[config.mk]
export PLATFORM = sky130hd
export DESIGN_NAME = mod_div_seq
export DESIGN_NICKNAME = d
export VERILOG_FILES = /design/src/rtl/mod_div_seq.sv
export SDC_FILE = /design/constraint.sdc
export NUM_CORES = 1
export LEC_CHECK = 0
export BUFFER_PORTS_ARGS = -buffer_cell sky130_fd_sc_hd__buf_2
export CAP_MARGIN = 10
export CORE_UTILIZATION = 50
export CTS_BUF_LIST = sky130_fd_sc_hd__clkbuf_4 sky130_fd_sc_hd__clkbuf_8 sky130_fd_sc_hd__clkbuf_16
export CTS_CLUSTER_SIZE = 40
export DETAILED_ROUTE_END_ITERATION = 8
export PLACE_DENSITY = 0.69
export SLEW_MARGIN = 0
export SYNTH_ARGS = -nofsm -noshare
export SYNTH_HDL_FRONTEND = slang
export SYNTH_SLANG_ARGS = --single-unit
[constraint.sdc]
create_clock -name clk -period 3.75 [get_ports clk]
set_input_delay 0.1875 -clock clk [delete_from_list [all_inputs] [get_ports clk]]
set_output_delay 0.1875 -clock clk [all_outputs]
set_load 0.01 [all_outputs]
[src/rtl/mod_div_seq.sv]
// mod_div_seq: sequential modular divider r = a * b^-1 mod P (binary extended Euclid)
// Ports: clk, rst_n (async, active-low);
//        in_valid/in_ready with operands a, b (sampled only on acceptance);
//        out_valid/out_ready with result r and div_zero (set when b==0, r forced to 0).
// Invariants while running: x1*b == a*u and x2*b == a*v (mod P); x1, x2 stay in [0,P).
module mod_div_seq #(
  parameter int DATAWIDTH = 4,
  parameter int P = 11
) (
  input  logic                 clk,
  input  logic                 rst_n,
  input  logic                 in_valid,
  output logic                 in_ready,
  input  logic [DATAWIDTH-1:0] a,
  input  logic [DATAWIDTH-1:0] b,
  output logic                 out_valid,
  input  logic                 out_ready,
  output logic [DATAWIDTH-1:0] r,
  output logic                 div_zero
);
  typedef enum logic [1:0] {IDLE, RUN, DONE} state_t;
  localparam logic [DATAWIDTH-1:0] PN = DATAWIDTH'(P);
  localparam logic [DATAWIDTH:0] PX = {1'b0, PN};
  localparam logic [DATAWIDTH-1:0] ONE = DATAWIDTH'(1);
  state_t state, state_nxt;
  logic [DATAWIDTH-1:0] u, v, x1, x2, u_nxt, v_nxt, x1_nxt, x2_nxt, r_nxt;
  logic dz_nxt;
  // x/2 mod P: odd values get P added first (one extra bit) so the shift is exact
  function automatic logic [DATAWIDTH-1:0] half(input logic [DATAWIDTH-1:0] x);
    return DATAWIDTH'(({1'b0, x} + (x[0] ? PX : '0)) >> 1);
  endfunction
  // (x-y) mod P: a borrow out of the extra bit means add P back
  function automatic logic [DATAWIDTH-1:0] msub(input logic [DATAWIDTH-1:0] x,
                                                input logic [DATAWIDTH-1:0] y);
    logic [DATAWIDTH:0] d;
    d = {1'b0, x} - {1'b0, y};
    return DATAWIDTH'(d + (d[DATAWIDTH] ? PX : '0));
  endfunction
  assign in_ready  = state == IDLE;
  assign out_valid = state == DONE;
  always_ff @(posedge clk or negedge rst_n)
    if (!rst_n) begin
      state    <= IDLE;
      u        <= '0;
      v        <= '0;
      x1       <= '0;
      x2       <= '0;
      r        <= '0;
      div_zero <= 1'b0;
    end else begin
      state    <= state_nxt;
      u        <= u_nxt;
      v        <= v_nxt;
      x1       <= x1_nxt;
      x2       <= x2_nxt;
      r        <= r_nxt;
      div_zero <= dz_nxt;
    end
  always_comb begin
    state_nxt = state;
    u_nxt     = u;
    v_nxt     = v;
    x1_nxt    = x1;
    x2_nxt    = x2;
    r_nxt     = r;
    dz_nxt    = div_zero;
    case (state)
      IDLE:
        if (in_valid) begin
          if (b == '0) begin
            r_nxt     = '0;
            dz_nxt    = 1'b1;
            state_nxt = DONE;
          end else begin
            u_nxt     = b;
            v_nxt     = PN;
            x1_nxt    = a;
            x2_nxt    = '0;
            dz_nxt    = 1'b0;
            state_nxt = RUN;
          end
        end
      RUN:
        if (u == ONE) begin
          r_nxt     = x1;
          state_nxt = DONE;
        end else if (v == ONE) begin
          r_nxt     = x2;
          state_nxt = DONE;
        end else if (!u[0]) begin
          u_nxt  = u >> 1;
          x1_nxt = half(x1);
        end else if (!v[0]) begin
          v_nxt  = v >> 1;
          x2_nxt = half(x2);
        end else if (u >= v) begin
          u_nxt  = u - v;
          x1_nxt = msub(x1, x2);
        end else begin
          v_nxt  = v - u;
          x2_nxt = msub(x2, x1);
        end
      DONE: state_nxt = out_ready ? IDLE : DONE;
      default: state_nxt = IDLE;
    endcase
  end
endmodule
; After elaboration in Yosys (flattened, before gate mapping)
; Index checks and enable logic that the tools add are counted.
[word_totals]
ff_bits = 23
input_bits = 12
out_inout_bits = 7
word_cells = 90
[op_classes]
addsub = 8
order_cmp = 1
n_eq_ne = 14
mux = 48
n_reduce_logical = 10
[op_table]
columns = op, count
row1 = 2-to-1 mux 4 bit, 36
row2 = case mux 4 bit (2 select lines), 5
row3 = AND reduction 7 bit, 2
row4 = "inequality test 3 bit, second input constant", 4
row5 = adder 4 x 4 -> 5 bit, 2
row6 = 2-to-1 mux 2 bit, 5
row7 = "inequality test 2 bit, second input constant", 5
row8 = subtractor 4 x 4 -> 5 bit, 2
row9 = adder 4 bit, 2
row10 = "equality test 4 x 1 -> 1 bit, second input constant", 2
row11 = subtractor 4 bit, 2
row12 = case mux 2 bit (3 select lines), 1
row13 = AND reduction 6 bit, 1
row14 = AND reduction 5 bit, 1
row15 = greater-or-equal comparator 4 bit, 1
row16 = zero test 4 bit, 1
row17 = AND reduction 2 bit, 2
row18 = AND reduction 4 bit, 1
row19 = "equality test 2 x 1 -> 1 bit, second input constant", 1
row20 = "equality test 2 bit, second input constant", 1
row21 = zero test 2 bit, 1
row22 = "inequality test 2 x 1 -> 1 bit, second input constant", 1
row23 = nonzero test 2 bit, 1
row24 = 2-to-1 mux 1 bit, 1

; Logic depth before layout (Yosys ltp)
[depth]
depth_word = 9
mapped_depth = 13
depth_no_buf = 13

; Worst setup path after synthesis
; OpenSTA, ideal clock, no wires.
[synth_path]
kind = reg-to-reg
startpoint = register x2[0]
endpoint = register x2[3]
setup_ns = 0.064
arrival_time_ns = 2.582
required_ns = 3.686
slack_ns = 1.103
stages_incl_launch_ff = 13
n_path_buf = 0
synth_period_minus_slack_ns = 2.647
cell_sequence = dfrtp_1 -> inv_1 -> ha_1 -> fa_1 -> nor2b_1 -> o21a_1 -> nor2_1 -> ha_1 -> a21oi_1 -> nor3_1 -> xor3_1 -> a221oi_2 -> a21o_1
[synth_between]
elab_chain_cells = 9
word_cells_on_any_way = 11
classes_between = add/sub: 3 / mux: 8
[synth_lines]
columns = element, line
row1 = from (decl), 26  ; logic [DATAWIDTH-1:0] u, v, x1, x2, u_nxt, v_nxt, x1_nxt, x2_nxt, r_nxt;
row2 = from (signal assigned), 55  ; x2 <= x2_nxt;
row3 = subtractor 4 x 4 -> 5 bit, 36  ; d = {1'b0, x} - {1'b0, y};
row4 = 2-to-1 mux 4 bit, 37  ; return DATAWIDTH'(d + (d[DATAWIDTH] ? PX : '0));
row5 = adder 4 bit, 37
row6 = 2-to-1 mux 4 bit, 96  ; end else if (u >= v) begin
row7 = 2-to-1 mux 4 bit (*), 93  ; end else if (!v[0]) begin
row8 = 2-to-1 mux 4 bit (*), 90  ; end else if (!u[0]) begin
row9 = 2-to-1 mux 4 bit (*), 87  ; end else if (v == ONE) begin
row10 = 2-to-1 mux 4 bit (*), 84  ; if (u == ONE) begin
row11 = case mux 4 bit (2 select lines) (*), 67  ; case (state)
; Every way passes the cells marked *; elsewhere a longest branch is shown, timed or not. The select of a mux whose other input is x is not followed.
; A chain may end at the register's enable or synchronous reset.

; Worst setup path in the final report
; Same ends and word-level chain as after synthesis.

==> tab_implementation.tex <==
\begin{tabular}{lr}
\hline
Metric & Value \\
\hline
\multicolumn{2}{l}{\textbf{Outcome}} \\
\quad Run status & finished, final reports clean \\
\multicolumn{2}{l}{\textbf{Cells and area}} \\
\quad Layout overhead on the synthesized area & 6.949\% \\
\quad Number of nets in the final layout & 303 \\
\quad Most frequent cells in the layout & sky130\_fd\_sc\_hd\_\_a21oi\_1 (28), sky130\_fd\_sc\_hd\_\_ha\_1 (26), sky130\_fd\_sc\_hd\_\_inv\_1 (23), sky130\_fd\_sc\_hd\_\_dfrtp\_1 (23), sky130\_fd\_sc\_hd\_\_nor2\_1 (21) \\
\quad Number of antenna diodes & 0 \\
\quad Fraction of final layout cells with drive strength greater than 1 & 12.31\% \\
\quad Combined flip-flop and latch cell area & 575.6 um2 \\
\quad Area taken by multi-input logic gates & 1434 um2 \\
\quad Fill cell instance count of the final layout & 379 \\
\quad Post-route cell area & 2311 um2 \\
\quad Most common library cell in the layout ignoring fill and taps & sky130\_fd\_sc\_hd\_\_a21oi\_1 \\
\multicolumn{2}{l}{\textbf{Synth}} \\
\quad Distinct cells, synth & 48 \\
\quad Mean cell area of the mapped netlist & 8.784 um2 \\
\quad Yosys warning total & 0 \\
\quad Leading post-synthesis cells by cell area & sky130\_fd\_sc\_hd\_\_dfrtp\_1 (27\%), sky130\_fd\_sc\_hd\_\_ha\_1 (15\%), sky130\_fd\_sc\_hd\_\_a21oi\_1 (6.5\%) \\
\quad Library cell occupying the most area in the post-synthesis netlist & sky130\_fd\_sc\_hd\_\_dfrtp\_1 \\
\quad Post-synth design cell area & 2161 um2 \\
\quad Area share of the largest cell type after synthesis & 26.64\% \\
\quad Share of flip-flops with an asynchronous set or reset & 100.0\% \\
\quad Count of mapped cells out of synthesis & 246 \\
\quad Prevailing post-synth register cell & sky130\_fd\_sc\_hd\_\_dfrtp\_1 \\
\quad Number of enable flip-flop cells after synthesis & 0 \\
\quad Part of the Yosys area used for sequential elements & 26.64\% \\
\quad Synthesized Nets & 288 \\
\quad Synthesized flop and latch total & 23 \\
\multicolumn{2}{l}{\textbf{Worst setup path}} \\
\quad Worst-path cell with the longest stage delay & sky130\_fd\_sc\_hd\_\_dfrtp\_1 \\
\quad Critical-path cell list & inv\_1, ha\_1, fa\_1, nor2b\_1, o21a\_1, nor2\_1, ha\_1, a21oi\_1, nor3\_1, xor3\_1, a221oi\_2, a21o\_1 \\
\quad Largest delay contributor family on the critical path & adder cells \\
\quad Kind of start point of the critical path & flip-flop \\
\quad Worst endpoint required time & 3950 ps \\
\quad Crit path max fanout & 8 \\
\quad Worst setup path startpoint & x2[0] \\
\quad Data arrival time of the critical path & 3050 ps \\
\quad Origin of the critical flop-to-flop path & x2[0] \\
\quad Slowest stage delay, CP & 480 ps \\
\quad Library cell appearing most often on the critical path & sky130\_fd\_sc\_hd\_\_ha\_1 \\
\quad Endpoint class of the critical path & flip-flop \\
\quad Logic depth of the worst register-to-register path & 12 \\
\quad Sum of buffers and inverters on the critical path & 1 \\
\quad Crit path depth & 12 \\
\quad Worst setup path class & reg2reg \\
\multicolumn{2}{l}{\textbf{Timing}} \\
\quad Actual slew at the worst max-slew pin & 718.4 ps \\
\quad Max Clock Freq & 351.6 MHz \\
\quad Period Utilization, post-route & 75.84\% \\
\quad Total of endpoints with negative setup slack in the final report & 0 \\
\quad Total count of max-transition violations in the final report & 0 \\
\quad Final WS setup & 905.9 ps \\
\quad Post-layout minimum cycle time & 2844 ps \\
\quad Worst Skew & 13.26 ps \\
\quad Worst-case hold slack & 192.0 ps \\
\quad RSZ-0062 raised after global routing & no \\
\quad Relative max-transition margin & 52.11\% \\
\quad Sum of negative setup slack & 0 ps \\
\quad Number of hold violations in the final report & 0 \\
\multicolumn{2}{l}{\textbf{Floorplan}} \\
\quad Die boundary height & 67.74 um \\
\quad Overall die width & 67.74 um \\
\quad I/O pin count & 19 \\
\quad Number of core rows & 23 \\
\quad DIE AREA & 4589 um2 \\
\quad Effective utilization at floorplan & 52.88\% \\
\quad Core Footprint & 4086 um2 \\
\multicolumn{2}{l}{\textbf{Global routing}} \\
\quad Number of global-route vias before repair & 1703 \\
\quad Overflow after GRT & 0 \\
\quad Antenna violations before repair & 0 \\
\quad Maximum number of pins on one net before global-route repair & 24 \\
\quad Global-route wire length before repair & 7.886 mm \\
\quad Global Route Usage Sum & 23.06\% \\
\multicolumn{2}{l}{\textbf{Place}} \\
\quad Last weighted congestion value of the routability-driven placer & 0.8926 \\
\quad Input/output buffers & 18 \\
\quad Worst slack at placement & 940.4 ps \\
\quad Area of placed instances & 2252 um2 \\
\quad Half-perimeter wire length of the detailed placement result & 3.612 mm \\
\multicolumn{2}{l}{\textbf{Pwr}} \\
\quad Total power after layout & 2349 uW \\
\quad Power Density & 1016 nW/um2 \\
\quad Worst VDD drop & 0.4605 mV \\
\quad Leakage Power & 0.001082 uW \\
\multicolumn{2}{l}{\textbf{CTS}} \\
\quad Worst-Skew Late Latency & 270 ps \\
\quad Number of H-tree branching levels & 1 \\
\quad Maximum clock insertion buffer count & 2 \\
\quad CTS Hold Bufs & 1 \\
\quad Clock root buffer master & sky130\_fd\_sc\_hd\_\_clkbuf\_8 \\
\quad Number of sinks on the clock net & 23 \\
\quad TritonCTS clock tree & done \\
\quad Clk pin slew, worst setup/hold paths & 100 ps \\
\quad Number of CTS-inserted buffers & 3 \\
\quad Post-CTS Repair Setup Buffers & 0 \\
\quad Post-cts resize count & 0 \\
\multicolumn{2}{l}{\textbf{Detailed routing}} \\
\quad Vias per inst & 5.581 \\
\quad Number of optimization iterations in the first detailed-route pass & 4 \\
\quad Count of nets left with antenna violations after detail routing & 0 \\
\quad Number of remaining DRC errors & 0 \\
\quad WL per Instance & 14.75 um \\
\quad Initial DRC count & 103 \\
\quad Total routed wirelength & 4.571 mm \\
\quad Via Count & 1730 \\
\multicolumn{2}{l}{\textbf{Hold path}} \\
\quad Worst hold path cell count & 3 \\
\quad Hold wc startpoint & a[1] \\
\quad Kind of path behind the tightest hold check & in2reg \\
\multicolumn{2}{l}{\textbf{Job}} \\
\quad Max-capacitance violation count & 0 \\
\hline
\end{tabular}
[cell usage after synthesis (3+ instances only)]
cell / n
sky130_fd_sc_hd__a21oi_1: 28
sky130_fd_sc_hd__ha_1: 26
sky130_fd_sc_hd__dfrtp_1: 23
sky130_fd_sc_hd__inv_1: 23
sky130_fd_sc_hd__nor2_1: 21
sky130_fd_sc_hd__o21ai_0: 20
sky130_fd_sc_hd__nand2_1: 17
sky130_fd_sc_hd__xnor2_1: 11
sky130_fd_sc_hd__a21o_1: 5
sky130_fd_sc_hd__a22oi_1: 5
sky130_fd_sc_hd__nor2b_1: 5
sky130_fd_sc_hd__clkbuf_1: 4
sky130_fd_sc_hd__fa_1: 4
sky130_fd_sc_hd__buf_6: 3
sky130_fd_sc_hd__nor3_1: 3
sky130_fd_sc_hd__o21ai_1: 3
sky130_fd_sc_hd__o31ai_1: 3
sky130_fd_sc_hd__xor2_1: 3
[layout make-up]
class	instances	share of cell area [%]
Multi-Input combinational cell	190	62.05
Sequential cell	23	24.91
Timing Repair Buffer	19	4.331
Inverter	24	3.898
Tap cell	50	2.707
Clock buffer	3	1.787
Clock inverter	1	0.3249
[where the power goes]
part           total (uW)  internal, uW  switching [uW]
logic                1670           741             928
clock network         161          75.2            85.8
registers             519           346             173
total                2350          1160            1190
[worst reg2reg max path, stage by stage, from the launching register on]
cell and delay, ps:
sky130_fd_sc_hd__dfrtp_1 480, sky130_fd_sc_hd__inv_1 90, sky130_fd_sc_hd__ha_1 210, sky130_fd_sc_hd__fa_1 410, sky130_fd_sc_hd__nor2b_1 180, sky130_fd_sc_hd__o21a_1 150, sky130_fd_sc_hd__nor2_1 60, sky130_fd_sc_hd__ha_1 230
sky130_fd_sc_hd__a21oi_1 150, sky130_fd_sc_hd__nor3_1 80, sky130_fd_sc_hd__xor3_1 370, sky130_fd_sc_hd__a221oi_2 270, sky130_fd_sc_hd__a21o_1 100
[metal layers]
metal | GRT usage (%) | share of wire (%) | vias up | routed length [um]
li1 | - | - | 889 | -
met1 | 31.46 | 51 | 817 | 2312
met2 | 38.86 | 47 | 20 | 2132
met3 | 2.534 | 2.0 | 4 | 91
met4 | 4.787 | 0.74 | 0 | 34
met5 | 0 | 0 | - | 0
[flip-flops by register name, summed over array words and instances, names as in the netlist]
register and flops:
x1 4, state 2, r 4, x2 4, div_zero 1, u 4, v 4
[final timing paths]
kind / end / slack, ps
max: x2[3] / 910
min: x1[1] / 190
max reg2reg: x2[3] / 910
min reg2reg: div_zero / 510
max in group asynchronous: x2[3] / 2970
min in group asynchronous: u[1] / 410
[metrics by stage]
step	std cells	utilization (%)
3_3_place_gp	305	55.11
2_1_floorplan	246	-
5_1_grt	310	56.55
3_5_place_dp	305	55.11
4_1_cts	310	56.55
6_report	310	56.55
[kinds of logic (layout without fill, tap and decap cells)]
group | Yosys count | count (layout) | share of synthesized area [%]
compound gates | 83 | 83 | 24.67
mux | 3 | 3 | 1.505
simple gates | 58 | 58 | 13.61
buf+inv | 33 | 47 | 7.006
flops | 23 | 23 | 26.64
xor+xnor | 16 | 16 | 7.817
fa+ha+maj | 30 | 30 | 18.76
Note: power is estimated with default switching activity, not from simulation.
